### src/rtl/ov7670_pkg.sv
// rtl/ov7670_pkg.sv - shared frame geometry, pixel type and writer states for the OV7670 path
package ov7670_pkg;

  localparam int H_PIX     = 320;
  localparam int V_LINES   = 240;
  localparam int FRAME_PIX = H_PIX * V_LINES;
  localparam int AW        = 17;
  localparam int DW        = 12;

  typedef logic [DW-1:0] pixel_t;

  typedef enum logic [2:0] {
    SYNC,
    CAPTURE,
    COMMIT,
    WAIT,
    FROZEN
  } fbw_state_e;

endpackage

### src/rtl/vsync_edge_det.sv
// rtl/vsync_edge_det.sv - one-register rise/fall detector, shared with the display side
module vsync_edge_det (
  input  logic i_clk,
  input  logic i_reset,
  input  logic i_sig,
  output logic o_rise,
  output logic o_fall
);

  logic r_sig_q;

  always_ff @(posedge i_clk or posedge i_reset) begin
    if (i_reset) begin
      r_sig_q <= 1'b0;
    end else begin
      r_sig_q <= i_sig;
    end
  end

  assign o_rise = i_sig & ~r_sig_q;
  assign o_fall = ~i_sig & r_sig_q;

endmodule

### src/rtl/ov7670_frame_bank_writer.sv
// rtl/ov7670_frame_bank_writer.sv - steers captured pixels into the back bank of a two-bank
// frame RAM and publishes only frames that completed with the exact pixel count
module ov7670_frame_bank_writer #(
  parameter int H_PIX   = ov7670_pkg::H_PIX,
  parameter int V_LINES = ov7670_pkg::V_LINES,
  parameter int AW      = ov7670_pkg::AW,
  parameter int DW      = ov7670_pkg::DW
) (
  input  logic          i_pclk,
  input  logic          i_reset,
  input  logic          i_vsync,
  input  logic          i_cap_we,
  input  logic [AW-1:0] i_cap_addr,
  input  logic [DW-1:0] i_cap_data,
  input  logic          i_freeze,
  output logic          o_mem_we,
  output logic [AW:0]   o_mem_addr,
  output logic [DW-1:0] o_mem_data,
  output logic          o_disp_bank,
  output logic          o_frame_done,
  output logic          o_frame_err,
  output logic          o_frozen
);

  import ov7670_pkg::*;

  localparam int            FRAME_N   = H_PIX * V_LINES;
  localparam logic [AW-1:0] FRAME_CNT = FRAME_N[AW-1:0];

  fbw_state_e r_state;
  fbw_state_e w_state_nxt;

  logic          w_rise;
  logic          w_fall;
  logic          w_clear;
  logic          w_cap;
  logic          w_in_range;
  logic          w_commit;
  logic          w_good;

  logic          r_mem_we;
  logic [AW:0]   r_mem_addr;
  logic [DW-1:0] r_mem_data;
  logic          r_disp_bank;
  logic          r_wr_bank;
  logic          r_frame_done;
  logic          r_frame_err;
  logic [AW-1:0] r_pix_cnt;
  logic          r_range_err;

  vsync_edge_det u_vsync_edge (
    .i_clk   (i_pclk),
    .i_reset (i_reset),
    .i_sig   (i_vsync),
    .o_rise  (w_rise),
    .o_fall  (w_fall)
  );

  always_ff @(posedge i_pclk or posedge i_reset) begin
    if (i_reset) begin
      r_state <= SYNC;
    end else begin
      r_state <= w_state_nxt;
    end
  end

  // SYNC exists so a frame already in flight at reset is never captured.
  always_comb begin
    w_state_nxt = r_state;
    w_clear     = 1'b0;
    case (r_state)
      SYNC, WAIT: begin
        if (w_fall) begin
          w_state_nxt = CAPTURE;
          w_clear     = 1'b1;
        end
      end
      CAPTURE: begin
        if (w_rise) begin
          w_state_nxt = COMMIT;
        end
      end
      COMMIT: begin
        w_state_nxt = i_freeze ? FROZEN : WAIT;
      end
      FROZEN: begin
        if (!i_freeze && w_fall) begin
          w_state_nxt = CAPTURE;
          w_clear     = 1'b1;
        end
      end
      default: begin
        w_state_nxt = SYNC;
      end
    endcase
  end

  assign w_cap      = (r_state == CAPTURE) & i_cap_we;
  assign w_in_range = i_cap_addr < FRAME_CNT;
  assign w_commit   = (r_state == COMMIT);
  assign w_good     = (r_pix_cnt == FRAME_CNT) & ~r_range_err;

  always_ff @(posedge i_pclk or posedge i_reset) begin
    if (i_reset) begin
      r_mem_we     <= 1'b0;
      r_mem_addr   <= '0;
      r_mem_data   <= '0;
      r_disp_bank  <= 1'b0;
      r_wr_bank    <= 1'b1;
      r_frame_done <= 1'b0;
      r_frame_err  <= 1'b0;
      r_pix_cnt    <= '0;
      r_range_err  <= 1'b0;
    end else begin
      r_mem_we <= w_cap & w_in_range;
      if (w_cap & w_in_range) begin
        r_mem_addr <= {r_wr_bank, i_cap_addr};
        r_mem_data <= i_cap_data;
      end

      // Saturating count: an overlong frame must never wrap back to a "good" total.
      if (w_clear) begin
        r_pix_cnt   <= '0;
        r_range_err <= 1'b0;
      end else if (w_cap) begin
        if (!w_in_range) begin
          r_range_err <= 1'b1;
        end else if (r_pix_cnt != '1) begin
          r_pix_cnt <= r_pix_cnt + 1'b1;
        end
      end

      r_frame_done <= w_commit & w_good;
      r_frame_err  <= w_commit & ~w_good;
      if (w_commit && w_good) begin
        r_disp_bank <= r_wr_bank;
        r_wr_bank   <= ~r_wr_bank;
      end
    end
  end

  assign o_mem_we     = r_mem_we;
  assign o_mem_addr   = r_mem_addr;
  assign o_mem_data   = r_mem_data;
  assign o_disp_bank  = r_disp_bank;
  assign o_frame_done = r_frame_done;
  assign o_frame_err  = r_frame_err;
  assign o_frozen     = (r_state == FROZEN);

endmodule

### config.mk
export PLATFORM = sky130hd
export DESIGN_NAME = ov7670_frame_bank_writer
export DESIGN_NICKNAME = d
export VERILOG_FILES = /design/src/rtl/ov7670_pkg.sv /design/src/rtl/vsync_edge_det.sv /design/src/rtl/ov7670_frame_bank_writer.sv
export SDC_FILE = /design/constraint.sdc
export NUM_CORES = 1
export LEC_CHECK = 0
export ABC_AREA = 1
export CAP_MARGIN = 15
export CORE_MARGIN = 5
export CORE_UTILIZATION = 35
export CTS_CLUSTER_SIZE = 25
export DETAILED_ROUTE_END_ITERATION = 7
export SETUP_SLACK_MARGIN = 0.5
export SYNTH_ARGS = -nofsm -noshare
export SYNTH_HDL_FRONTEND = slang
export SYNTH_SLANG_ARGS = --single-unit
export TNS_END_PERCENT = 30
### constraint.sdc
create_clock -name i_pclk -period 2.4 [get_ports i_pclk]
set_clock_uncertainty 0.2 [all_clocks]
set_input_delay 0.48 -clock i_pclk [delete_from_list [all_inputs] [get_ports i_pclk]]
set_output_delay 0.48 -clock i_pclk [all_outputs]
set_load 0.05 [all_outputs]
# ---- Yosys cells after proc, flatten, opt, wreduce, memory -nomap -nowiden
# Cells that the tools add are included.
dict set report totals {
  reg_bits 57
  input_bits 34
  output_inout_bits 35
  wordCells 61
}
dict set report classes {
  addsub 1
  n_lt_le_gt_ge 1
  n_eq_ne 10
  mux 15
  n_bitwise 12
  n_reduce_logical 11
}
# op n
set ops {}
lappend ops {{2-to-1 mux 17 bit} 4}
lappend ops {{adder 17 x 1 -> 17 bit, second input constant} 1}
lappend ops {{== test 17 bit, second input constant} 1}
lappend ops {{less-than comparator 17 bit, second input constant} 1}
lappend ops {{inequality test 17 bit, second input constant} 1}
lappend ops {{2-to-1 mux 3 bit} 4}
lappend ops {{one-hot mux 3 bit (4 select lines)} 1}
lappend ops {{bitwise AND 1 bit} 7}
lappend ops {{== test 3 x 2 -> 1 bit, second input constant} 2}
lappend ops {{AND reduction 3 bit} 2}
lappend ops {{nonzero test 2 bit} 3}
lappend ops {{2-to-1 mux 1 bit} 5}
lappend ops {{inverter 1 bit} 5}
lappend ops {{inequality test 2 x 1 -> 1 bit, second input constant} 2}
lappend ops {{inequality test 2 bit, second input constant} 2}
lappend ops {{== test 3 x 1 -> 1 bit, second input constant} 1}
lappend ops {{== test 3 bit, second input constant} 1}
lappend ops {{logical NOT 3 bit} 1}
lappend ops {{logical AND 1 bit} 2}
lappend ops {{one-hot mux 1 bit (2 select lines)} 1}
lappend ops {{AND reduction 2 bit} 1}
lappend ops {{OR reduction 2 bit} 1}
lappend ops {{logical NOT 1 bit} 1}

# ---- Logic depth before layout (Yosys ltp)
# Gate-level depths: netlist (run 1).
dict set report logic_depth {
  word_depth 7
  ltp_mapped 12
  depth_no_buf 11
}

# ---- Modules after synthesis
# From an unflattened synthesis (run 1), not the netlist that was laid out.
dict set report hier_totals {
  cells_unflattened 365
  area_unflattened_um2 2806.4
}
# module instances cells_per_inst area_each_um2 seq_area_each_um2
set by_module_without_submodules {}
lappend by_module_without_submodules {ov7670_frame_bank_writer 1 359 2762.6 1402.6}
lappend by_module_without_submodules {vsync_edge_det 1 6 43.8 25.0}

# ---- Least setup slack after synthesis (run 1)
# Ideal clock, no wire load.
dict set report synth_timing {
  kind {reg2reg}
  start {register r_pix_cnt[1]}
  end {register r_pix_cnt[9]}
  t_arrival_ns 1.655
  required_ns 2.084
  slack_ns 0.428
  stages_incl_launch_ff 13
  n_path_buf 1
  synth_period_minus_slack_ns 1.972
  cell_sequence {dfrtp_1 > ha_1 > nand2_1 > nor2_1 > nand4_1 > nor2_1 > ha_1 > nand3_2 > nand2_2 > nor2_4 > buf_6 > nand2_1 > nand2_1}
}
dict set report synth_between {
  elab_chain_cells 5
  word_cells_on_any_way 8
  classes_between {add/sub (1); eq/ne (1); mux (4); reduce/logical (2)}
}
# item line
set synth_lines {}
lappend synth_lines {{start, declared} ov7670_frame_bank_writer.sv:48} ;# logic [AW-1:0] r_pix_cnt;
lappend synth_lines {{start signal, assigned} ov7670_frame_bank_writer.sv:129} ;# r_pix_cnt <= r_pix_cnt + 1'b1;
lappend synth_lines {{adder 17 x 1 -> 17 bit} ov7670_frame_bank_writer.sv:129}
lappend synth_lines {{2-to-1 mux 17 bit} ov7670_frame_bank_writer.sv:128} ;# end else if (r_pix_cnt != '1) begin
lappend synth_lines {{2-to-1 mux 17 bit} ov7670_frame_bank_writer.sv:126} ;# if (!w_in_range) begin
lappend synth_lines {{2-to-1 mux 17 bit} ov7670_frame_bank_writer.sv:125} ;# end else if (w_cap) begin
lappend synth_lines {{2-to-1 mux 17 bit} ov7670_frame_bank_writer.sv:122} ;# if (w_clear) begin
# Parallel ways exist; a longest one is shown, timed or not. The select of a mux whose other input is x is not followed.
# A chain may end at the register's enable or synchronous reset.

# ---- Final worst setup path (run 1)
dict set report layout_timing {
  start {register r_pix_cnt[1]}
  end {register r_pix_cnt[7]}
}
# The elaborated chain is that of the path after synthesis.

==> impl_metrics.env, run 1 <==
export IMPL_outcome="completed"
export IMPL_leakagePower_nw=2.027
export IMPL_tightest_slew_ns=0.5299
export IMPL_crit_required_ns=2.47
export IMPL_firstDrtPassIters=5
export IMPL_crit_arrival_ns=2.12
export IMPL_vdd_drop_max_mv=0.6615
export IMPL_grt_first_pass_wirelength_um=12480
export IMPL_die_area_um2=10090
export IMPL_gp_congestion=0.8362
export IMPL_p_per_area_nw_per_um2=1247
export IMPL_slowest_delay_ns=0.40
export IMPL_synthFlopType="dfrtp_1"
export IMPL_async_flop_share_pct=100.0
export IMPL_grtUsageTotal_pct=15.50
export IMPL_multiInputGateArea_um2=1328
export IMPL_antennaDiodeCount=0
export IMPL_syn_area_per_cell_um2=7.593
export IMPL_critical_path_class="reg -> reg"
export IMPL_clockBufferDepth=2
export IMPL_drtAntennaViolNets=0
export IMPL_antenna_found_initial=0
export IMPL_clock_fmax_ghz=0.4867
export IMPL_grt_max_degree=28
export IMPL_rrSetupSlack_ns=0.35
export IMPL_gr_total_overflow=0
export IMPL_cts_root_buf="clkbuf_8"
export IMPL_place_hpwl_um=5127
export IMPL_seqCellArea_um2=1428
export IMPL_setup_viol=0
export IMPL_rsz0062_at_grt="yes"
export IMPL_hold_viol=0
export IMPL_clock_sinks=57
export IMPL_cts_buffers=9
export IMPL_seq_area_frac_synth_pct=49.87
export IMPL_crit_slowest_cell="dfrtp_1"
export IMPL_totalPowerFinal_w=0.005049
export IMPL_ctsHtreeMaxLevel=3
export IMPL_cp_max_fo=8
export IMPL_synth_area_um2=2863
export IMPL_drive_gt1_share_pct=15.55
export IMPL_wire_per_inst_um=12.76
export IMPL_worst_setup_path_start_kind="flop"
export IMPL_synth_seq_cells=57
export IMPL_yosysTopAreaCell="dfrtp_1"
export IMPL_drt_vias_per_instance=4.599
export IMPL_finalCritPeriodShare_pct=85.60
export IMPL_path_cells="ha_2 -> nand2_2 -> nor2_2 -> nand4_1 -> nor2_1 -> ha_2 -> nand3_4 -> nand3_4 -> clkbuf_16 -> nand2_1 -> nand2_1"
export IMPL_num_vias=2612
export IMPL_cts_clk_slew_worst_paths_ns=0.07
export IMPL_cts_tree="done"
export IMPL_core_um2=8093
export IMPL_io_buffers=68
export IMPL_synth_edf_count=0
export IMPL_ios=69
export IMPL_report_final_slew_viol_count=0
export IMPL_nFillCells=794
export IMPL_synth_cell_types=29
export IMPL_syn_inst=377
export IMPL_cap_violations=0
export IMPL_nNetsFinal=495
export IMPL_rows=33
export IMPL_tns_ns=0
export IMPL_start_util_pct=35.37
export IMPL_hold_class="reg -> reg"
export IMPL_yosys_top_cells_area="dfrtp_1 (49%), nand2_1 (23%), nor2_1 (5.4%)"
export IMPL_drtIter0Drc=80
export IMPL_slew_headroom_pct=64.82
export IMPL_areaGrowthSynthToFinish_pct=41.48
export IMPL_grt_pass1_vias=2671
export IMPL_ys_warn_count=0
export IMPL_routed_wl_um=7246
export IMPL_synth_top_area_share_pct=48.95
export IMPL_clkLatencyLatePin_ns=0.33
export IMPL_fp_dieW_um=100.4
export IMPL_post_route_min_period_ns=2.054
export IMPL_die_h_um=100.4
export IMPL_drc=0
export IMPL_synth_fp_nets=414
export IMPL_critPathCaptureType="flop"
==> cell usage after synthesis, types with 2 or more instances <==
master    instances
nor3_1            4
inv_2             3
nand2_2           4
xor2_1            6
buf_6             2
buf_2             2
nor2_2            2
clkbuf_1          2
a21oi_1           5
nand4_1           7
nor2_4            2
nand3_1          13
nand2_1         174
dfrtp_1          56
ha_1              3
inv_1            25
nor2_1           41
buf_4             2
o21ai_0          11
o21ai_1           2
nand3_2           3
==> report_power, final <==
group	switching (W)	leakage [nW]	internal, W	total, W
clock network	0.000400	0.129	0.000775	0.00117
logic	0.00161	1.16	0.000701	0.00231
registers	0.000267	0.740	0.00130	0.00157
total	0.00227	2.03	0.00278	0.00505
==> worst paths after layout <==
| kind | startpoint | to | cells past startpoint |
|---|---|---|---|
| worst max-delay path | r_pix_cnt[1] | r_pix_cnt[7] | 11 |
| worst max register to register | r_pix_cnt[1] | r_pix_cnt[7] | 11 |
| min in group asynchronous | i_reset | o_mem_addr[16] | 2 |
| worst min-delay path | r_wr_bank | r_wr_bank | 2 |
| worst min register to register | r_wr_bank | r_wr_bank | 2 |
| max in group asynchronous | i_reset | r_pix_cnt[12] | 3 |
==> per-layer routing <==
| metal | part of all wire (%) | vias up | track usage (%) |
|---|---|---|---|
| met5 | 0 | - | 0 |
| met1 | 46 | 1176 | 19.24 |
| met2 | 42 | 87 | 23.45 |
| met3 | 10 | 12 | 8.756 |
| met4 | 1.4 | 0 | 3.731 |
| li1 | - | 1337 | - |
==> kinds of logic after synthesis <==
group / synth area share (%)
xor+xnor: 2.142
fa+ha+maj: 1.311
compound gates: 3.628
flops: 49.87
simple gates: 37.46
buf+inv: 5.594
==> through the flow <==
| stage | instance area [µm²] | setup slack (ns) | hold slack [ns] | utilization [%] | instances |
|---|---|---|---|---|---|
| CTS | 3941 | 0.2601 | 0.2681 | 48.70 | 564 |
| floorplan | 2867 | 0.4285 | 0.2433 | - | 377 |
| finish | 4050 | 0.3455 | 0.2671 | 50.05 | 568 |
| detailed placement | 3679 | 0.1102 | 0.2567 | 45.45 | 548 |
| global placement | 3679 | 0.1447 | 0.2530 | 45.45 | 548 |
| global route | 4050 | 0.1957 | 0.3042 | 50.05 | 568 |
==> registers in the layout (all words and copies together), names as in the netlist <==
| name | cells |
|---|---|
| o_disp_bank | 1 |
| o_frame_done | 1 |
| o_frame_err | 1 |
| o_mem_addr | 18 |
| o_mem_data | 12 |
| o_mem_we | 1 |
| r_pix_cnt | 17 |
| r_range_err | 1 |
| r_state | 3 |
| r_wr_bank | 1 |
| u_vsync_edge.r_sig_q | 1 |
==> cell usage in the layout, fill, tap and decap left out, types with 4 or more instances in the layout <==
master           instances
clkbuf_8                12
clkdlybuf4s50_1         33
o21ai_0                 11
dlygate4sd2_1           18
xor2_1                   6
clkdlybuf4s15_2         13
nor2_1                  40
inv_1                   24
a21oi_1                  5
buf_4                    8
nand4_1                  7
nand2_2                 13
nand2_1                164
nand3_1                 13
dfrtp_1                 56
nor3_1                   4
==> worst max-delay path: cells and delay by family (launching register included) <==
kind	cells	cell delay, ns
buffers and inverters	1	0.17
DFF	1	0.40
adders and majority gates	2	0.43
and+or+nand+nor	8	0.79
==> area by class of cell <==
cell class / instances / share of cell area [%]
clock buffer: 12 / 4.078
tap: 105 / 3.244
clock inverter: 4 / 2.410
inverter: 28 / 2.688
sequential: 57 / 35.25
multi-input combinational: 284 / 32.78
timing repair buffer: 78 / 19.56
==> repair_timing <==
item	CTS	global route
gates cloned	0	1
setup buffers	0	3
setup endpoints to repair	54	66
pin swaps	0	16
resized for setup	63	18
hold buffers	0	0
No activity file was read; power rests on OpenSTA's default activity.
==> run 2: changes to the inputs <==
- CORE_UTILIZATION: 35 -> 41
- PLACE_DENSITY: unset -> 0.68
==> run 2 against run 1 <==
Register-to-register slack improved by 0.05 ns. Die area shrank 13%. Setup slack got worse by 0.071 ns. Total power decreased by 3.4%. Cell count is 0.88% lower. Largest power group unchanged. Critical path depth down 10. Routed wire length is 3.0% lower. Largest cell class unchanged.
==> impl_metrics.env, run 2 (synthesis results as in run 1) <==
export IMPL_drtAntennaViolNets=0
export IMPL_setup_viol=0
export IMPL_clkPwrFrac_pct=18.4
export IMPL_whs_path_depth=2
export IMPL_grt_busiest_layer="met2"
export IMPL_critical_path_class="reg -> out"
export IMPL_largest_reg_flops=18
export IMPL_critPathCaptureType="primary output"
export IMPL_met3_usage_pct=7.884
export IMPL_netSwitchingPower_w=0.002323
export IMPL_cts_hold_buf=0
export IMPL_nNetsFinal=499
export IMPL_clock_sinks=57
export IMPL_cts_buffers=9
export IMPL_antennaDiodeCount=0
export IMPL_drt_vias_per_instance=4.622
export IMPL_grtUsageTotal_pct=16.67
export IMPL_swShare_pct=47.63
export IMPL_place_hpwl_um=4773
export IMPL_crit_slowest_cell="clkdlybuf4s50_1"
export IMPL_sequentialPowerShare_pct=32.1
export IMPL_vdd_drop_max_mv=0.7395
export IMPL_cts_tree="done"
export IMPL_worst_setup_path_start_kind="flop"
export IMPL_die_area_um2=8753
export IMPL_start_util_pct=42.14
export IMPL_cp_max_fo=1
export IMPL_drc=0
export IMPL_crit_family="buffers and inverters"
export IMPL_num_vias=2602
export IMPL_die_h_um=93.56
export IMPL_ctsHtreeMaxLevel=3
export IMPL_tns_ns=0
export IMPL_hold_viol=0
export IMPL_rows=30
export IMPL_gr_total_overflow=0
export IMPL_clkLatencyLatePin_ns=0.34
export IMPL_routed_wl_um=7026
export IMPL_final_cell_mix="nand2_1 (155), dfrtp_1 (52), nor2_1 (39)"
export IMPL_p_per_area_nw_per_um2=1187
export IMPL_antenna_found_initial=0
export IMPL_rrSetupSlack_ns=0.40
export IMPL_outcome="completed"
export IMPL_areaGrowthSynthToFinish_pct=43.49
export IMPL_r2r_cells=11
export IMPL_drive_gt1_share_pct=19.27
export IMPL_finalCritPeriodShare_pct=88.57
export IMPL_grt_pass1_vias=2528
export IMPL_ios=69
export IMPL_clockBufferDepth=2
export IMPL_rr_startpoint="r_pix_cnt[9]"
export IMPL_tightest_slew_ns=0.5306
export IMPL_nFillCells=632
export IMPL_cts_clk_slew_worst_paths_ns=0.07
export IMPL_path_buf_inv=1
export IMPL_rsz0062_at_grt="yes"
export IMPL_grt_first_pass_wirelength_um=11520
export IMPL_hold_class="reg -> reg"
export IMPL_crit_arrival_ns=1.45
export IMPL_internal_power_w=0.002554
export IMPL_startpoint="o_frame_done"
export IMPL_met1_usage_pct=20.31
export IMPL_cts_root_buf="clkbuf_8"
export IMPL_grt_max_degree=58
export IMPL_final_util_pct=60.46
export IMPL_leakagePower_nw=2.079
export IMPL_slowest_delay_ns=0.79
export IMPL_final_common_cell="nand2_1"
export IMPL_gp_congestion=0.8327
export IMPL_hp_start="r_wr_bank"
export IMPL_crit_required_ns=1.72
export IMPL_clock_fmax_ghz=0.4705
export IMPL_report_final_slew_viol_count=0
export IMPL_hold_end="r_wr_bank"
export IMPL_core_um2=6794
export IMPL_worstReg2RegEnd="r_pix_cnt[14]"
export IMPL_path_cells="clkdlybuf4s50_1"
export IMPL_fp_dieW_um=93.56
export IMPL_firstDrtPassIters=4
export IMPL_p_comb_share_pct=49.6
export IMPL_post_route_min_period_ns=2.126
export IMPL_drtIter0Drc=120
export IMPL_cap_violations=0
export IMPL_slew_headroom_pct=64.76
export IMPL_io_buffers=68
export IMPL_grtUsageMet2_pct=25.85
export IMPL_wire_per_inst_um=12.48
==> run 2: final cells by class <==
type	instances	area (µm²)	share of cell area (%)
clock inverter	6	67.56	1.645
clock buffer	10	127.6	3.107
tap	96	120.1	2.924
multi-input combinational	284	1403	34.15
sequential	57	1433	34.88
timing repair buffer	82	848.3	20.65
inverter	28	108.9	2.650
==> run 2: how the worst max path moves through the flow <==
stage | to | slack [ns] | depth (start not counted)
floorplan | r_pix_cnt[9] | 0.43 | 12
global placement | r_pix_cnt[6] | 0.18 | 8
detailed placement | r_pix_cnt[9] | 0.14 | 8
CTS | r_pix_cnt[11] | 0.24 | 11
global route | o_frame_done | 0.23 | 1
finish | o_frame_done | 0.27 | 1
==> run 2: power groups by stage <==
| stage | sequential (W) | clock, W | combinational (W) |
|---|---|---|---|
| 2_1_floorplan | 0.00235 | 0 | 0.000804 |
| 3_3_place_gp | 0.00156 | 0 | 0.00233 |
| 3_5_place_dp | 0.00157 | 0 | 0.00235 |
| 4_1_cts | 0.00156 | 0.000925 | 0.00224 |
| 5_1_grt | 0.00161 | 0.000965 | 0.00261 |
| 6_report | 0.00157 | 0.000895 | 0.00242 |
==> run 2: through the flow <==
step           worst slack, ns  power (W)  cells  cell area, µm²  hold slack (ns)
2_1_floorplan           0.4285   0.003150    377            2867           0.2433
3_3_place_gp            0.1751   0.003888    539            3667           0.2534
3_5_place_dp            0.1364   0.003914    539            3667           0.2542
4_1_cts                 0.2368   0.004716    555            3857           0.2648
5_1_grt                 0.2334   0.005191    563            4108           0.2792
6_report                0.2744   0.004878    563            4108           0.2636
==> run 2: metal layers <==
layer / up-vias / wire length (µm)
met1: 1184 / 3037
met2: 69 / 3210
met4: 0 / 148
li1: 1338 / -
met5: - / 0
met3: 11 / 631
==> run 2: what timing repair did <==
action | 4_1_cts | 5_1_grt
resized for setup | 60 | 42
setup buffers | 0 | 6
setup endpoints to repair | 52 | 40
pin swaps | 0 | 12
cloned | 0 | 2
==> variant 1 (flow settings as in run 1) <==
Add an input register stage for `i_cap_addr`; this delays it by one clock. The other inputs are not delayed to match.
--- a/src/rtl/ov7670_frame_bank_writer.sv
+++ b/src/rtl/ov7670_frame_bank_writer.sv
@@ -27,4 +27,10 @@
   localparam int            FRAME_N   = H_PIX * V_LINES;
   localparam logic [AW-1:0] FRAME_CNT = FRAME_N[AW-1:0];
+
+  logic [AW-1:0] i_cap_addr_q;
+
+  always_ff @(posedge i_pclk) begin
+    i_cap_addr_q <= i_cap_addr;
+  end
 
   fbw_state_e r_state;
@@ -97,5 +103,5 @@
 
   assign w_cap      = (r_state == CAPTURE) & i_cap_we;
-  assign w_in_range = i_cap_addr < FRAME_CNT;
+  assign w_in_range = i_cap_addr_q < FRAME_CNT;
   assign w_commit   = (r_state == COMMIT);
   assign w_good     = (r_pix_cnt == FRAME_CNT) & ~r_range_err;
@@ -115,5 +121,5 @@
       r_mem_we <= w_cap & w_in_range;
       if (w_cap & w_in_range) begin
-        r_mem_addr <= {r_wr_bank, i_cap_addr};
+        r_mem_addr <= {r_wr_bank, i_cap_addr_q};
         r_mem_data <= i_cap_data;
       end
Formal check against the unedited RTL: not equivalent (a bounded check fails within 4 cycles, from zero or initial values and one cycle with i_reset high).
==> variant 1 against run 1 <==
Via count increased by 6.7%. Wire length increased by 10%. Sequential cell count increased by 17. Cell area increased by 8.8%. Power decreased by 5.4%. Synthesized cell count increased by 2.4%. Worst setup slack improved by 0.13 ns. Synthesized area increased by 11%. Critical path type is now flop to output port.
==> variant 1: results (changes against run 1) <==
- Outcome: finished clean (unchanged).
- The cell with the largest stage delay on the worst path is sky130_fd_sc_hd__dlygate4sd2_1 (was sky130_fd_sc_hd__dfrtp_1).
- Worst R2R End: r_pix_cnt[12]$_DFFE_PP0P_ (was r_pix_cnt[7]$_DFFE_PP0P_)
* PD cells: 1084 nW/um2 (was 1247 nW/um2)
- The highest cell delay on the worst timing path was 0.54 ns (was 0.40 ns).
* Syn nets: 423 (was 414)
- Slack of the worst reg-to-reg path: 0.51 ns (was 0.35 ns)
- The via count of the routed design was 2786 (was 2612).
* Data arrival time of the critical path: 1.24 ns (was 2.12 ns)
* Combinational power: 2.08 mW (was 2.31 mW)
- The maximum vdd ir drop was 0.6498 mV (was 0.6615 mV).
* DP Area: 4045 um2 (was 3679 um2)
- The worst slack at placement was 0.07093 ns (was 0.1102 ns).
* Sequential area share after synthesis: 55.81% (was 49.87%)
* Amount of wire on met3 after detailed routing: 660 um (was 755 um)
- Insertion delay of the later-clocked pin in the worst-skew pair: 0.35 ns (was 0.33 ns)
* Final period utilization: 80.19% (was 85.60%)
- The global routing met2 resource utilization is 22.89% (was 23.45%).
- The max-slew headroom at the worst pin came to 63.95% (was 64.82%).
- The wire length of the first global-routing pass came to 13490 um (was 12480 um).
- The post-CTS setup-driven buffer insertion count is 8 (was 0).
* Library cells used by synthesis: 26 (was 29)
- M1 GR Usage: 18.92% (was 19.24%)
- Amount of wire on met2 after detailed routing: 3749 um (was 3063 um)
* Hold Startpoint: i_cap_addr_q[6]$_DFF_P_ (was r_wr_bank$_DFFE_PP1P_)
- The placed wire-length estimate after detailed placement was 5233 um (was 5127 um).
- The largest net degree at the start of global routing came to 58 (was 28).
- Number of gates resized after cts: 54 (was 63)
- The detailed-routing iteration count for the pre-antenna-repair pass was 4 (was 5).
- Type of the worst setup path: flop to output port (was flop to flop)
* NumNets Final: 516 (was 495)
- Commonest cells post-synth: sky130_fd_sc_hd__nand2_1, sky130_fd_sc_hd__dfrtp_1, sky130_fd_sc_hd__inv_1, sky130_fd_sc_hd__nand3_1, sky130_fd_sc_hd__nor2_1 (was sky130_fd_sc_hd__nand2_1, sky130_fd_sc_hd__dfrtp_1, sky130_fd_sc_hd__nor2_1, sky130_fd_sc_hd__inv_1, sky130_fd_sc_hd__nand3_1)
* Post-DR wirelength/cell: 13.47 um (was 12.76 um)
* Global routing met3 resource utilization: 6.597% (was 8.756%)
- The post-synthesis area per instance is 8.207 um2 (was 7.593 um2).
- The routability congestion estimate from global placement was 0.8140 (was 0.8362).
* Total detailed-routing wirelength: 7975 um (was 7246 um)
* Share of async-settable or async-resettable flops after synthesis: 77.03% (was 100.0%)
- Post-Place Cells: 561 (was 548)
* Hold worst-path end: o_mem_addr[6]$_DFFE_PP0P_ (was r_wr_bank$_DFFE_PP1P_)
- The clock distribution power came to 983 uW (was 1.17 mW).
==> variant 1: cell count changes in the layout (fill, tap and decap cells not counted), sizes merged, moves of 8 or more <==
cell | before | now
dlygate4sd2 | 18 | 26
nand2 | 179 | 166
inv | 27 | 37
dfxtp | 0 | 17
nor2 | 45 | 30
nand3 | 17 | 33
buf | 10 | 22
==> variant 1: cells by family (layout without fill, tap and decap cells) <==
group,after synthesis,after routing,synth area share (%)
DFF,74,74,55.81
xor gates and xnor gates,7,7,1.935
and+or+nand+nor,240,242,32.07
adders and majority gates,3,3,1.185
AOI/OAI and AO/OA,17,17,2.765
buffers and inverters,45,141,6.240
==> variant 1: cell type report <==
class | count | area [um2]
inverter | 36 | 143.9
sequential | 74 | 1772
clock buffer | 9 | 123.9
multi-input combinational | 269 | 1321
timing repair buffer | 89 | 835.8
tap | 108 | 135.1
fill | 844 | 4355
clock inverter | 7 | 76.32
==> variant 2 (flow settings as in run 1) <==
Made on the original files. Change the package constant `DW` from 12 to 24.
--- a/src/rtl/ov7670_pkg.sv
+++ b/src/rtl/ov7670_pkg.sv
@@ -6,5 +6,5 @@
   localparam int FRAME_PIX = H_PIX * V_LINES;
   localparam int AW        = 17;
-  localparam int DW        = 12;
+  localparam int DW        = 24;
 
   typedef logic [DW-1:0] pixel_t;
Interface: changed (resized i_cap_data and o_mem_data); port bits go from 69 to 93. No check against the original RTL was run, so the function may have changed too.
==> variant 2 against run 1 <==
Power is 18% higher. Worst setup slack worse by 0.15 ns. Wire length is 25% higher. Hold slack better by 0.0082 ns. Highest routed layer unchanged. Sequential share of layout area is 0.23 points higher. Cell area is 20% higher. Synthesized cell count is 16% higher. Sequential cell count is 12 higher. Largest power group unchanged. Synthesized area is 17% higher.
==> variant 2: results (changes against run 1) <==
* Slack of the worst reg-to-reg path: 0.20 ns (was 0.35 ns)
- The iteration-0 DRC count of the detailed router came to 167 (was 80).
- The type of the worst min-delay path is flop to flop (unchanged).
* Overall track demand over capacity in global routing: 15.64% (was 15.50%)
* Average size of a mapped cell: 7.659 um2 (was 7.593 um2)
* Vias per Instance: 4.585 (was 4.599)
- The tightest hold margin came to 0.2753 ns (was 0.2671 ns).
- The highest cell delay on the worst timing path is 0.37 ns (was 0.40 ns).
- The post-CTS setup-driven buffer insertion count was 3 (was 0).
- Synth area leaders: sky130_fd_sc_hd__dfrtp_1, sky130_fd_sc_hd__nand2_1, sky130_fd_sc_hd__nand3_1, sky130_fd_sc_hd__nor2_1, sky130_fd_sc_hd__inv_1 (was sky130_fd_sc_hd__dfrtp_1, sky130_fd_sc_hd__nand2_1, sky130_fd_sc_hd__nor2_1, sky130_fd_sc_hd__inv_1, sky130_fd_sc_hd__nand3_1)
* Post-Place Cells: 658 (was 548)
* Post-DR wirelength/cell: 13.28 um (was 12.76 um)
- Count of port buffers added during placement: 92 (was 68)
- Number of gates resized after cts: 52 (was 63)
* Leak Pwr: 2.653 nW (was 2.027 nW)
* Weighted congestion at the end of routability-driven global placement: 0.9226 (was 0.8362)
* Outcome: finished clean (unchanged)
- The maximum vdd ir drop is 0.5182 mV (was 0.6615 mV).
- Global-route wire length before repair: 14490 um (was 12480 um)
- The post-detailed-routing wire length was 9083 um (was 7246 um).
- Data arrival time of the critical path: 2.28 ns (was 2.12 ns)
* Sequential area share after synthesis: 51.74% (was 49.87%)
* Library cells used by synthesis: 27 (was 29)
- Max FFs per register: 24 (was 18)
- Worst-case setup slack after placement: 0.01495 ns (was 0.1102 ns)
- The met2 wire length came to 4090 um (was 3063 um).
- NumNets Final: 599 (was 495)
- The net switching fraction of the power was 47.50% (was 45.02%).
- Largest fanout of any net on the critical path: 7 (was 8)
* Combinational fraction of design power: 51.0% (was 45.7%)
- The area of placed instances came to 4474 um2 (was 3679 um2).
- Commonest cells post-synth: sky130_fd_sc_hd__nand2_1, sky130_fd_sc_hd__dfrtp_1, sky130_fd_sc_hd__nor2_1, sky130_fd_sc_hd__nand3_1, sky130_fd_sc_hd__inv_1 (was sky130_fd_sc_hd__nand2_1, sky130_fd_sc_hd__dfrtp_1, sky130_fd_sc_hd__nor2_1, sky130_fd_sc_hd__inv_1, sky130_fd_sc_hd__nand3_1)
- The placed wire-length estimate after detailed placement came to 6388 um (was 5127 um).
- Filler Cells Inserted: 905 (was 794)
* Final period utilization: 91.71% (was 85.60%)
- Syn nets: 485 (was 414)
- Total iterations of the first detailed-routing run: 4 (was 5)
## variant 2: cell types whose count changed in the layout (fill, tap and decap cells not counted), sizes merged, moves of 10 or more
cell / change
nand2: +26
dfrtp: +12
clkdlybuf4s50: +12
dlygate4sd2: +15
buf: +17
nand3: +16
dlymetal6s2s: +10
clkdlybuf4s15: -13
## variant 2: final timing paths
path | start | to | depth (start not counted)
max | r_pix_cnt[0]$_DFFE_PP0P_ | r_pix_cnt[14]$_DFFE_PP0P_ | 13
min | o_mem_addr[4]$_DFFE_PP0P_ | o_mem_addr[4]$_DFFE_PP0P_ | 2
max reg2reg | r_pix_cnt[0]$_DFFE_PP0P_ | r_pix_cnt[14]$_DFFE_PP0P_ | 13
min reg2reg | o_mem_addr[4]$_DFFE_PP0P_ | o_mem_addr[4]$_DFFE_PP0P_ | 2
max in group asynchronous | i_reset | r_wr_bank$_DFFE_PP1P_ | 3
min in group asynchronous | i_reset | r_pix_cnt[1]$_DFFE_PP0P_ | 3
## variant 2: cell families after synthesis
family / synth area share (%)
xor gates and xnor gates: 1.836
AOI/OAI and AO/OA: 2.323
buffers and inverters: 6.744
adders and majority gates: 1.124
and+or+nand+nor: 36.23
DFF: 51.74
## variant 2: layout make-up
type | instances | area (um2) | area share [%]
Clock buffer | 12 | 145.1 | 2.976
Inverter | 31 | 120.1 | 2.463
Sequential cell | 69 | 1730 | 35.48
Tap cell | 129 | 161.4 | 3.309
Multi-Input combinational cell | 320 | 1480 | 30.35
Clock inverter | 4 | 72.57 | 1.488
Timing Repair Buffer | 119 | 1167 | 23.94
## variant 2: per-layer routing
| metal | GRT usage [%] | vias up |
|---|---|---|
| li1 | - | 1584 |
| met1 | 22.00 | 1433 |
| met2 | 23.71 | 106 |
| met3 | 3.299 | 13 |
| met4 | 5.591 | 0 |
| met5 | 0 | - |
